`src/rtl/cache_pkg.sv`:
```
// Shared types and helpers for the data-cache miss/refill controller.
package cache_pkg;

  localparam int DEF_DATA_WIDTH     = 32;
  localparam int DEF_ADDR_WIDTH     = 32;
  localparam int DEF_WORDS_PER_LINE = 4;

  localparam int OFFSET_BITS = $clog2(DEF_WORDS_PER_LINE) + 2;
  localparam int LINE_BITS   = DEF_WORDS_PER_LINE * DEF_DATA_WIDTH;

  typedef enum logic [2:0] {
    ST_IDLE        = 3'd0,
    ST_REFILL_REQ  = 3'd1,
    ST_REFILL_WAIT = 3'd2,
    ST_FILL        = 3'd3,
    ST_STORE       = 3'd4
  } ctrl_state_t;

  // Clears the byte-offset bits so the result points at word 0 of the line.
  function automatic logic [63:0] line_base(input logic [63:0] addr, input int off_bits);
    return addr & ~((64'd1 << off_bits) - 64'd1);
  endfunction

endpackage

```
`src/rtl/cache_stats_ctr.sv`:
```
// Saturating event counter; increments once per cycle with inc high and sticks at all-ones.
module cache_stats_ctr #(
  parameter int WIDTH = 32
) (
  input  logic             clk,
  input  logic             rst_n,
  input  logic             inc,
  output logic [WIDTH-1:0] count
);

  always_ff @(posedge clk or negedge rst_n) begin
    if (!rst_n) begin
      count <= '0;
    end else if (inc && (count != '1)) begin
      count <= count + 1'b1;
    end
  end

endmodule

```
`src/rtl/cache_refill_ctrl.sv`:
```
// Miss/refill controller for a direct-mapped write-through data cache.
// Optional load hit/miss statistics are built when CACHE_STATS_EN is defined.
module cache_refill_ctrl
  import cache_pkg::*;
#(
  parameter int DATA_WIDTH     = DEF_DATA_WIDTH,
  parameter int ADDR_WIDTH     = DEF_ADDR_WIDTH,
  parameter int WORDS_PER_LINE = DEF_WORDS_PER_LINE
) (
  input  logic                               clk,
  input  logic                               rst_n,
  input  logic                               cpu_req,
  input  logic                               cpu_we,
  input  logic [ADDR_WIDTH-1:0]              cpu_addr,
  input  logic [DATA_WIDTH-1:0]              cpu_wdata,
  input  logic                               cpu_byte,
  output logic                               cpu_stall,
  output logic [DATA_WIDTH-1:0]              cpu_rdata,
  input  logic                               cache_hit,
  input  logic [DATA_WIDTH-1:0]              cache_rdata,
  output logic [ADDR_WIDTH-1:0]              cache_addr,
  output logic                               cache_fill,
  output logic                               cache_inv,
  output logic [WORDS_PER_LINE*DATA_WIDTH-1:0] cache_line,
  output logic                               mem_req,
  output logic                               mem_we,
  output logic [ADDR_WIDTH-1:0]              mem_addr,
  output logic [DATA_WIDTH-1:0]              mem_wdata,
  output logic                               mem_byte,
  input  logic                               mem_gnt,
  input  logic                               mem_rvalid,
  input  logic [DATA_WIDTH-1:0]              mem_rdata,
  output logic [31:0]                        hit_count,
  output logic [31:0]                        miss_count
);

  localparam int OFF_B = $clog2(WORDS_PER_LINE) + 2;
  localparam int CNT_W = $clog2(WORDS_PER_LINE);
  localparam logic [CNT_W-1:0] CNT_LAST = CNT_W'(WORDS_PER_LINE - 1);

  ctrl_state_t           state;
  ctrl_state_t           state_nxt;
  logic [CNT_W-1:0]      cnt;
  logic [ADDR_WIDTH-1:0] base_addr;
  logic [ADDR_WIDTH-1:0] st_addr;
  logic [DATA_WIDTH-1:0] st_data;
  logic                  st_byte;
  logic [DATA_WIDTH-1:0] line_words [WORDS_PER_LINE];

  logic idle;
  logic load_hit;
  logic load_miss;
  logic store_req;

  assign idle      = (state == ST_IDLE);
  assign load_hit  = cpu_req & ~cpu_we & cache_hit;
  assign load_miss = cpu_req & ~cpu_we & ~cache_hit;
  assign store_req = cpu_req & cpu_we;

  always_comb begin
    state_nxt = state;
    case (state)
      ST_IDLE: begin
        if (load_miss) begin
          state_nxt = ST_REFILL_REQ;
        end else if (store_req) begin
          state_nxt = ST_STORE;
        end
      end
      ST_REFILL_REQ:  if (mem_gnt) state_nxt = ST_REFILL_WAIT;
      ST_REFILL_WAIT: begin
        if (mem_rvalid) begin
          state_nxt = (cnt == CNT_LAST) ? ST_FILL : ST_REFILL_REQ;
        end
      end
      ST_FILL:        state_nxt = ST_IDLE;
      ST_STORE:       if (mem_gnt) state_nxt = ST_IDLE;
      default:        state_nxt = ST_IDLE;
    endcase
  end

  // The word counter wraps naturally after the last word, so it is back at 0 by FILL.
  always_ff @(posedge clk or negedge rst_n) begin
    if (!rst_n) begin
      state     <= ST_IDLE;
      cnt       <= '0;
      base_addr <= '0;
      st_addr   <= '0;
      st_data   <= '0;
      st_byte   <= 1'b0;
      for (int i = 0; i < WORDS_PER_LINE; i++) begin
        line_words[i] <= '0;
      end
    end else begin
      state <= state_nxt;
      if (idle && load_miss) begin
        base_addr <= ADDR_WIDTH'(line_base(64'(cpu_addr), OFF_B));
        cnt       <= '0;
      end
      if (idle && !load_miss && store_req) begin
        st_addr <= cpu_addr;
        st_data <= cpu_wdata;
        st_byte <= cpu_byte;
      end
      if ((state == ST_REFILL_WAIT) && mem_rvalid) begin
        line_words[cnt] <= mem_rdata;
        cnt             <= cnt + 1'b1;
      end
    end
  end

  // Outputs are forced low while reset is held so nothing leaks out mid-refill.
  always_comb begin
    cpu_stall  = 1'b0;
    cpu_rdata  = '0;
    cache_addr = '0;
    cache_fill = 1'b0;
    cache_inv  = 1'b0;
    mem_req    = 1'b0;
    mem_we     = 1'b0;
    mem_addr   = '0;
    mem_wdata  = '0;
    mem_byte   = 1'b0;
    if (rst_n) begin
      cpu_rdata = cache_rdata;
      case (state)
        ST_IDLE: begin
          cache_addr = cpu_addr;
          cpu_stall  = load_miss | store_req;
          cache_inv  = store_req & cache_hit;
        end
        ST_REFILL_REQ: begin
          cpu_stall  = 1'b1;
          cache_addr = base_addr;
          mem_req    = 1'b1;
          mem_addr   = base_addr | (ADDR_WIDTH'(cnt) << 2);
        end
        ST_REFILL_WAIT: begin
          cpu_stall  = 1'b1;
          cache_addr = base_addr;
        end
        ST_FILL: begin
          cpu_stall  = 1'b1;
          cache_addr = base_addr;
          cache_fill = 1'b1;
        end
        ST_STORE: begin
          cpu_stall  = ~mem_gnt;
          cache_addr = st_addr;
          mem_req    = 1'b1;
          mem_we     = 1'b1;
          mem_addr   = st_addr;
          mem_wdata  = st_data;
          mem_byte   = st_byte;
        end
        default: cpu_stall = 1'b1;
      endcase
    end
  end

  for (genvar g = 0; g < WORDS_PER_LINE; g++) begin : g_line
    assign cache_line[g*DATA_WIDTH +: DATA_WIDTH] = line_words[g];
  end

`ifdef CACHE_STATS_EN
  logic hit_evt;
  logic miss_evt;

  assign hit_evt  = idle & load_hit;
  assign miss_evt = idle & load_miss;

  cache_stats_ctr #(.WIDTH(32)) u_hit_ctr (
    .clk   (clk),
    .rst_n (rst_n),
    .inc   (hit_evt),
    .count (hit_count)
  );

  cache_stats_ctr #(.WIDTH(32)) u_miss_ctr (
    .clk   (clk),
    .rst_n (rst_n),
    .inc   (miss_evt),
    .count (miss_count)
  );
`else
  assign hit_count  = 32'd0;
  assign miss_count = 32'd0;
`endif

endmodule

```
`config.mk`:
```
export PLATFORM = sky130hd
export DESIGN_NAME = cache_refill_ctrl
export DESIGN_NICKNAME = d
export VERILOG_FILES = /design/src/rtl/cache_pkg.sv /design/src/rtl/cache_stats_ctr.sv /design/src/rtl/cache_refill_ctrl.sv
export SDC_FILE = /design/constraint.sdc
export NUM_CORES = 1
export LEC_CHECK = 0
export BUFFER_PORTS_ARGS = -buffer_cell sky130_fd_sc_hd__buf_2
export CORE_AREA = 2 2 181 183
export CTS_CLUSTER_DIAMETER = 80
export DETAILED_ROUTE_END_ITERATION = 16
export DIE_AREA = 0 0 183 185
export HOLD_SLACK_MARGIN = 0.06
export PLACE_DENSITY = 0.63
export SLEW_MARGIN = 20
export SYNTH_ARGS = -nofsm -noshare
export SYNTH_HDL_FRONTEND = slang
export SYNTH_SLANG_ARGS = --single-unit
```
`constraint.sdc`:
```
create_clock -name clk -period 2.1 [get_ports clk]
set_clock_uncertainty 0.2 [all_clocks]
set_input_delay 0.42 -clock clk [delete_from_list [all_inputs] [get_ports clk]]
set_output_delay 0.42 -clock clk [all_outputs]
set_load 0.05 [all_outputs]
```
==> run_results.csv <==
group,metric,value,unit
outcome,violations,"negative setup slack",
synth,synth_ff_type,"dfrtp_1",
pwr,seqPwrFrac,0.293,
place,port_buffers,397,
die,coreArea,32000,µm²
drt,wl_met1,14500,µm
sta,setup_viol,126,
synth,synth_common_cells,"dfrtp_1, mux2_2, buf_4",
die,die-area,33900,µm²
sta,slew_viol_final,0,
place,gp_congestion,0.763,
sta,max_slew_margin,0.496,
synth,yosysSeqAreaShare,0.533,
synth,synth_cells,857,
synth,yosysMostFrequentCell,"dfrtp_1",
drt,wl_per_cell,18.7,µm
drt,initialDrtViolationCount,286,
synth,yosysTopAreaCellShare,0.533,
drt,first_pass_iters,4,
drt,wl_met2,16200,µm
layout,fin_area,16900,µm²
global_route,overflow,0,
worst_setup_path,critical_path.startpoint,"state[0]",
synth,synth_edf_count,0,
place,pre_cts_ws,-0.199,ns
die,die_w,183,µm
die,start_util,0.331,
layout,stdcell_count,1805,
synth,synth_cell_types,33,
sta,max_freq,0.378,GHz
drt,vias_per_cell,4.68,
place,hpwl,22500,µm
layout,drive_gt1_frac,0.607,
clocking,cts_tree,"done",
sta,worstMarginPinSlew,0.756,ns
pwr,switchingPower,0.0108,W
worst_setup_path,start_kind,"register",
drt,wl_met3,2490,µm
place,dp_cells,1649,
sta,hold_viol,0,
clocking,htree_levels,1,
pwr,p_sw_frac,0.447,
global_route,grt_pass1_wl,49400,µm
synth,synthArstFlopShare,1.00,
sta,fin_crit,2.64,ns
clocking,cts.sinks,226,
outcome,status,"finished with violations",
pwr,power_leakage,8.16,nW
global_route,grt_max_degree,58,
global_route,grt_usage,0.183,
pwr,internal_power,0.0133,W
global_route,grt_pass1_vias,8687,
synth,yosys_warnings,0,
worst_setup_path,end_kind,"output pin",
hold_path,hold_path.class,"input port to asynchronous set/reset pin",
sta,finalCritPeriodShare,1.26,
run,maxCapViolCount,0,
pwr,p_clk_frac,0.179,
clocking,cts_root_buffer,"clkbuf_16",
drt,route.detailed.drc,0,
clocking,cts_made_buffers,24,
die,pin_count,462,
die,row_count,66,
layout,antenna_cells,0,
worst_setup_path,crit_type,"register to output pin",
synth,synthTopCellsByArea,"dfrtp_1, mux2_2, buf_4, nand3b_1, and2_1",
worst_setup_path,worstPathArrival,2.02,ns
drt,routed_wl,33700,µm
layout,final_nets,1521,
pwr,power_density,1430,nW/µm²
synth,synth-seq-cells,226,
synth,postSynthAreaPerCell,12.4,µm²
clocking,clock_latency,0.51,ns
synth,netlist_area,10600,µm²
drt,vias,8440,
synth,synth.largest_area_cell,"dfrtp_1",
pwr,irDropWorstVdd,1.17,mV
worst_setup_path,r2r_start,"state[1]",
die,die_y,185,µm
clocking,path_clk_slew,0.06,ns
layout,syn_to_final_growth,59.1,%
worst_setup_path,r2r_slack,-0.03,ns
worst_setup_path,required,1.48,ns
drt,top_layer,"met4",
sta,rsz0062_at_grt,"yes",
pwr,power_frac_comb,0.528,
drt,ant_nets,0,
sta,finalWorstSetupSlack,-0.544,ns
clocking,clk_path_buf_depth,3,
sta,tns,-49.29,ns
global_route,antenna_found_initial,0,
place,placed_cell_area,14100,µm²
worst_setup_path,critPathMaxFanout,6,
-- worst paths after layout --
check | to | cells after the start
setup / recovery | cache_addr[12] | 7
hold / removal | cache_line[119] | 3
setup reg to reg | st_data[20] | 6
hold reg to reg | cache_line[115] | 1
max in group asynchronous | base_addr[21] | 5
min in group clk | state[2] | 3
-- area by class of cell --
class | count | area (µm²)
clock buffer | 37 | 721
timing repair buffer | 555 | 4360
sequential | 226 | 5660
clock inverter | 5 | 77.6
inverter | 4 | 20.0
tap | 408 | 510
fill | 2737 | 15200
multi-input combinational | 570 | 5540
-- cells by family (layout without fill, tap and decap cells) --
kind of cell             after synthesis  count (layout)  share of synthesized area
flip-flops                           226             226                      0.533
buffers and inverters                124             601                     0.0713
AO/OA/AOI/OAI                         64              64                     0.0348
AND/OR/NAND/NOR                      212             212                      0.117
multiplexers                         226             226                      0.240
other                                  1              64                   0.000353
adder cells (fa/ha/maj)                4               4                    0.00471
-- power by group through the flow --
stage	Sequential, W	Combinational (W)	Clock (W)
floorplan	0.00907	0.00647	0
global placement	0.00691	0.0112	0
detailed placement	0.00698	0.0114	0
CTS	0.00693	0.0122	0.00446
global route	0.00727	0.0133	0.00464
finish	0.00706	0.0127	0.00431
-- worst max-delay path: stages, from the launching register on --
cell     delay (ns)
dfrtp_2        0.46
nor3b_4        0.25
buf_6          0.15
buf_12         0.12
nand2_2        0.07
buf_4          0.14
a31oi_4        0.15
buf_12         0.16
-- flip-flops by register name, summed over array words and instances (netlist names) --
| register | cells |
|---|---|
| state | 3 |
| st_data | 32 |
| base_addr | 28 |
| cnt | 2 |
| st_addr | 32 |
| st_byte | 1 |
| cache_line | 128 |
-- metal layers --
metal  track usage  vias up
li1              -     3903
met2         0.301      299
met1         0.242     4197
met3        0.0541       41
met4        0.0368        0
met5             0        -
-- layout by cell type (no fill, tap or decap), drive strengths merged, types with 2 or more instances in the layout --
| cell | instances |
|---|---|
| bufinv | 2 |
| nor2 | 10 |
| a22oi | 2 |
| a21oi | 30 |
| inv | 4 |
| buf | 448 |
| ha | 4 |
| nor3b | 2 |
| nand3b | 60 |
| mux2 | 222 |
| clkinv | 2 |
| nand2 | 63 |
| dlygate4sd3 | 100 |
| clkbuf | 43 |
| conb | 64 |
| dfrtp | 226 |
| and3 | 2 |
| and2 | 67 |
| nand2b | 3 |
| a31oi | 29 |
| mux2i | 4 |
-- per-stage QoR --
stage                     hold slack [ns]   util  total power, W
after global placement              0.220  0.441          0.0181
after CTS                          0.0739  0.513          0.0236
after global routing               0.0848  0.527          0.0252
after floorplan                   -0.0756      -          0.0155
final                              0.0803  0.527          0.0241
after detailed placement            0.219  0.441          0.0183
-- timing repair --
item | CTS | global route
gates cloned | 1 | 6
hold buffers | 101 | 0
gates resized for setup | 157 | 75
pin swaps | 0 | 12
setup endpoints to repair | 168 | 213
endpoints found under the hold margin | 351 | 0
setup buffers | 2 | 4
(Power assumes the default switching activity.)
